$ cat src/rtl/divider_pkg.sv
// Shared types and iteration constants for the sequential restoring divider.
// DIVIDER_RADIX4_EN selects two restoring steps per cycle instead of one.
package divider_pkg;

  localparam int DIV_SIZE = 56;

`ifdef DIVIDER_RADIX4_EN
  localparam int STEPS_PER_CYCLE = 2;
`else
  localparam int STEPS_PER_CYCLE = 1;
`endif

  localparam int ITER  = 2 * DIV_SIZE / STEPS_PER_CYCLE;
  localparam int CNT_W = $clog2(ITER);

  typedef enum logic [1:0] {
    IDLE,
    RUN,
    DONE
  } state_t;

endpackage

$ cat src/rtl/div_step.sv
// One combinational restoring-division step on an (N+1)-bit partial remainder.
// Zero latency; no flow control.
module div_step #(
  parameter int div_size = 56
) (
  input  logic [div_size:0]   rem_in,
  input  logic                dvd_bit,
  input  logic [div_size-1:0] divisor,
  output logic [div_size:0]   rem_out,
  output logic                q_bit
);

  logic [div_size+1:0] trial;

  // rem_in < divisor, so the shifted value is < 2^(N+1) and the sign of the
  // trial difference lands cleanly in bit N+1.
  assign trial   = {rem_in, dvd_bit} - {2'b00, divisor};
  assign q_bit   = ~trial[div_size+1];
  assign rem_out = q_bit ? trial[div_size:0] : (div_size+1)'({rem_in, dvd_bit});

endmodule

$ cat src/rtl/divider_seq.sv
// Iterative 2N/N restoring divider, one op in flight; result ITER+1 cycles after accept (1 for /0).
// in_ready only in IDLE with nothing latched; result held in DONE until out_ready. Macro: DIVIDER_RADIX4_EN.
module divider_seq
  import divider_pkg::*;
#(
  parameter int div_size = DIV_SIZE
) (
  input  logic                  clk,
  input  logic                  rst_n,
  input  logic                  in_valid,
  output logic                  in_ready,
  input  logic [2*div_size-1:0] dividend,
  input  logic [div_size-1:0]   divisor,
  output logic                  out_valid,
  input  logic                  out_ready,
  output logic [2*div_size-1:0] quotient,
  output logic [div_size-1:0]   remainder,
  output logic                  div_zero
);

  localparam int QW      = 2 * div_size;
  localparam int ITER_N  = QW / STEPS_PER_CYCLE;
  localparam int CNT_W_N = $clog2(ITER_N);

  state_t                     state_q, state_d;
  logic                       load_q;
  logic [CNT_W_N-1:0]         cnt_q;
  logic [QW-1:0]              shift_q;
  logic [div_size-1:0]        dvs_q;
  logic [div_size:0]          rem_q, rem_nxt;
  logic [STEPS_PER_CYCLE-1:0] q_bits;
  logic                       dz_q;

  assign in_ready  = (state_q == IDLE) && !load_q;
  assign out_valid = (state_q == DONE);
  assign quotient  = shift_q;
  assign remainder = div_size'(rem_q);
  assign div_zero  = dz_q;

`ifdef DIVIDER_RADIX4_EN
  logic [div_size:0] rem_mid;

  div_step #(.div_size(div_size)) u_step_hi (
    .rem_in (rem_q),
    .dvd_bit(shift_q[QW-1]),
    .divisor(dvs_q),
    .rem_out(rem_mid),
    .q_bit  (q_bits[1])
  );

  div_step #(.div_size(div_size)) u_step_lo (
    .rem_in (rem_mid),
    .dvd_bit(shift_q[QW-2]),
    .divisor(dvs_q),
    .rem_out(rem_nxt),
    .q_bit  (q_bits[0])
  );
`else
  div_step #(.div_size(div_size)) u_step (
    .rem_in (rem_q),
    .dvd_bit(shift_q[QW-1]),
    .divisor(dvs_q),
    .rem_out(rem_nxt),
    .q_bit  (q_bits[0])
  );
`endif

  always_ff @(posedge clk or negedge rst_n) begin
    if (!rst_n) state_q <= IDLE;
    else        state_q <= state_d;
  end

  always_comb begin
    state_d = state_q;
    unique case (state_q)
      IDLE:    if (load_q) state_d = (dvs_q == '0) ? DONE : RUN;
      RUN:     if (cnt_q == '0) state_d = DONE;
      DONE:    if (out_ready) state_d = IDLE;
      default: state_d = IDLE;
    endcase
  end

  // shift_q holds the dividend on accept and fills with quotient bits as it
  // drains, so one register serves as both operand and result.
  always_ff @(posedge clk or negedge rst_n) begin
    if (!rst_n) begin
      load_q  <= 1'b0;
      cnt_q   <= '0;
      shift_q <= '0;
      dvs_q   <= '0;
      rem_q   <= '0;
      dz_q    <= 1'b0;
    end else if (in_valid && in_ready) begin
      load_q  <= 1'b1;
      shift_q <= dividend;
      dvs_q   <= divisor;
    end else if (load_q) begin
      load_q <= 1'b0;
      cnt_q  <= CNT_W_N'(ITER_N - 1);
      dz_q   <= (dvs_q == '0);
      if (dvs_q == '0) begin
        shift_q <= '1;
        rem_q   <= {1'b0, shift_q[div_size-1:0]};
      end else begin
        rem_q <= '0;
      end
    end else if (state_q == RUN) begin
      rem_q   <= rem_nxt;
      shift_q <= {shift_q[QW-1-STEPS_PER_CYCLE:0], q_bits};
      cnt_q   <= cnt_q - CNT_W_N'(1);
    end
  end

endmodule

$ cat config.mk
export PLATFORM = sky130hd
export DESIGN_NAME = divider_seq
export DESIGN_NICKNAME = d
export VERILOG_FILES = /design/src/rtl/divider_pkg.sv /design/src/rtl/div_step.sv /design/src/rtl/divider_seq.sv
export SDC_FILE = /design/constraint.sdc
export NUM_CORES = 1
export LEC_CHECK = 0
export CAP_MARGIN = 20
export CORE_UTILIZATION = 51
export CTS_CLUSTER_SIZE = 10
export DETAILED_ROUTE_END_ITERATION = 10
export PLACE_DENSITY = 0.86
export SLEW_MARGIN = 10
export SYNTH_ARGS = -nofsm -noshare
export SYNTH_HDL_FRONTEND = slang
export SYNTH_SLANG_ARGS = --single-unit
$ cat constraint.sdc
create_clock -name clk -period 3.4 [get_ports clk]
set_input_delay 0.68 -clock clk [delete_from_list [all_inputs] [get_ports clk]]
set_output_delay 0.68 -clock clk [all_outputs]
set_load 0.02 [all_outputs]
==> flow_metrics.py <==
metrics = {
    "run_status": {
        "status": "finished, final reports clean",
    },
    "logic_synthesis": {
        "synth_sequential_area_ratio": 0.396,
        "synthCells": 1777,
        "synthFlopType": "dfrtp_1",
        "syn-cell-area_mm2": 0.0149,
        "synth_edf_count": 0,
        "synth_seq_cells": 236,
        "async_flop_share": 1.00,
        "yosys.cell_types.count": 70,
        "avgSynthCellArea_um2": 8.39,
        "syn-num-nets": 2008,
        "yosysWarnings": 0,
    },
    "layout": {
        "fin_util": 0.671,
        "area_delta_synth_final_pct": 29.2,
        "fin_cells": 2414,
        "fillers": 2307,
        "fin_nets": 2250,
        "finalInstanceArea_mm2": 0.0193,
        "drive_gt1_frac": 0.0602,
    },
    "drt": {
        "routed-via-count": 14300,
        "vias_per_cell": 5.93,
        "drtIter0Drc": 1169,
        "drc": 0,
        "routed_wirelength_mm": 46.9,
        "firstDrtPassIters": 7,
        "final_antenna_net_count": 0,
        "wire_per_inst_um": 19.4,
    },
    "timing": {
        "relSlewSlack": 0.301,
        "final_max_slew_viol_count": 0,
        "min_period_over_period": 0.968,
        "fmax_mhz": 304,
        "setup_viol": 0,
        "fin_worst_skew_ps": 16.9,
        "post-route-min-period_ps": 3290,
        "fin_ws_ps": 109,
        "finalHoldViolCount": 0,
        "worst_slew_pin_slew_ps": 1050,
        "rsz0062_at_grt": "yes",
    },
    "worst_setup_path": {
        "crit_path_max_incr_delay_ps": 420,
        "worstPathRequired_ps": 3850,
        "crit_path_start_kind": "register",
        "endpoint_kind": "register",
        "cp_cell_sequence": "ha_1 -> fa_2 -> nand2b_4 -> a21oi_4 -> o21ai_2 -> a2111oi_4 -> nor3_2 -> o41ai_2 -> a311o_2 -> nor3b_4 -> mux2i_1 -> a211o_1",
        "critical_path_arrival_ps": 3740,
        "slowest_stage": "a2111oi_4",
        "critPathMaxFanout": 3,
        "worst-setup-path-type": "register to register",
    },
    "grt": {
        "grt_util_all_layers": 0.308,
        "antenna_found_initial": 5,
        "grt_pass1_wl_mm": 75.1,
        "grt_max_degree": 225,
        "grt_overflow_total": 0,
        "grt_pass1_vias": 14000,
    },
    "placement": {
        "gp_congestion": 0.963,
        "dp_slack_ps": -67.9,
        "dp.cells": 2368,
        "io_buffer_count": 342,
        "dpl.hpwl_mm": 33.7,
        "placed_area_mm2": 0.0183,
    },
    "die": {
        "start_util": 0.519,
        "rows": 62,
        "top_level_ports": 343,
        "die-width_um": 173,
        "die_h_um": 173,
        "core-area_mm2": 0.0287,
        "die-area_mm2": 0.0299,
    },
    "clock_tree": {
        "clk_path_buf_depth": 3,
        "clk_pin_slew_ps": 60,
        "cts_tree": "built",
        "clock_latency_ps": 560,
        "htree_levels": 1,
        "root_buffer": "clkbuf_16",
        "numCtsBuffers": 28,
        "clock-sinks": 236,
    },
    "run": {
        "maxCapViolations": 0,
    },
    "min_path": {
        "hp-class": "primary input to async pin",
    },
}
## per-stage QoR
stage	hold WS, ps	TNS (ps)
floorplan	384	0
global placement	479	0
detailed placement	491	-67.9
CTS	122	0
global route	133	-109
finish	93.1	0
## synthesized netlist by cell type (all sizes together) (7+ instances only)
library cell    n  area, µm²
a211oi         12       90.1
a21o           18        135
a21oi          81        409
a222oi         10        100
a22oi          39        293
a31oi           9       62.6
buf            78        564
clkbuf        105        395
dfrtp         236       5910
ha             58        726
inv            88        330
mux2i          41        410
nand2         232        873
nand2b         15       93.8
nand3          10       50.1
nand4          24        150
nor2           34        130
nor2b           7       43.8
nor3           14       75.1
nor3b          10       80.1
nor4           20        125
o211ai          7       52.6
o21a           10       75.1
o21ai         381       1910
o21bai         11       82.6
or3           112        701
xnor2          35        325
xor2           26        228
## registers in the layout, indices dropped and copies added, names as in the netlist
register / count
quotient: 112
cnt_q: 7
rem_q: 57
load_q: 1
state_q: 2
dvs_q: 56
div_zero: 1
## logic make-up (layout without fill, tap and decap cells)
group	Yosys count	in the layout	share of synthesized area
compound gates	610	610	0.236
simple gates	496	496	0.164
buf+inv	271	519	0.0865
flops	236	236	0.396
xor+xnor	61	61	0.0371
fa+ha+maj	59	59	0.0500
mux	44	44	0.0298
other cells	0	5	0
## layer usage
layer,vias to the layer above,share of wire,global-route usage
met5,-,0,0
met4,0,0.034,0.116
met3,113,0.071,0.0541
met2,600,0.47,0.491
met1,6860,0.43,0.419
li1,6735,-,-
## what timing repair did
| action | CTS | global route |
|---|---|---|
| endpoints found under the setup margin | 1 | 14 |
| hold buffers | 0 | 0 |
| resized for setup | 0 | 16 |
| gates cloned | 0 | 1 |
| pin swaps | 1 | 7 |
| buffers inserted | 0 | 4 |
## final timing paths
check | startpoint | endpoint | slack, ps | depth (start not counted)
worst min-delay path | rst_n | quotient[95]$_DFFE_PN0P_ | 90 | 1
min in group clk | quotient[110]$_DFFE_PN0P_ | quotient[110]$_DFFE_PN0P_ | 500 | 2
worst min register to register | quotient[110]$_DFFE_PN0P_ | quotient[110]$_DFFE_PN0P_ | 500 | 2
worst max register to register | dvs_q[0]$_DFFE_PN0P_ | rem_q[56]$_DFFE_PN0P_ | 110 | 12
worst max-delay path | dvs_q[0]$_DFFE_PN0P_ | rem_q[56]$_DFFE_PN0P_ | 110 | 12
max in group asynchronous | rst_n | quotient[21]$_DFFE_PN0P_ | 2400 | 2
## critical path: cells and delay by family, from the launching register on
family / cells / cell delay [ps]
AO/OA/AOI/OAI: 6 / 1610
multiplexers: 1 / 100
adder cells (fa/ha/maj): 2 / 600
AND/OR/NAND/NOR: 3 / 470
flip-flops: 1 / 400
## layout by cell type (no fill, tap or decap), types with 12 or more instances in the layout
cell type / instances
a211oi_1: 12
dfrtp_1: 235
xnor2_1: 34
nor3_1: 12
a22oi_1: 39
nand2_1: 230
a21oi_1: 79
nand4_1: 24
clkbuf_16: 29
nor4_1: 20
buf_4: 45
a21o_1: 18
clkdlybuf4s50_1: 341
nand2b_1: 14
nor2_1: 31
o21ai_1: 56
o21ai_0: 324
inv_1: 87
ha_1: 55
or3_1: 112
mux2i_1: 40
xor2_1: 26
## final cells by class
type | count | area, µm² | share of cell area
Tap cell | 384 | 480 | 0.0250
Sequential cell | 236 | 5910 | 0.307
Clock buffer | 33 | 739 | 0.0384
Timing Repair Buffer | 395 | 3930 | 0.204
Antenna cell | 5 | 12.5 | 0.000650
Multi-Input combinational cell | 1270 | 7800 | 0.405
Inverter | 88 | 335 | 0.0174
Clock inverter | 3 | 42.5 | 0.00221
Power is not shown: default switching activity piles up to over one toggle a cycle in this logic, so the estimate is an artifact.
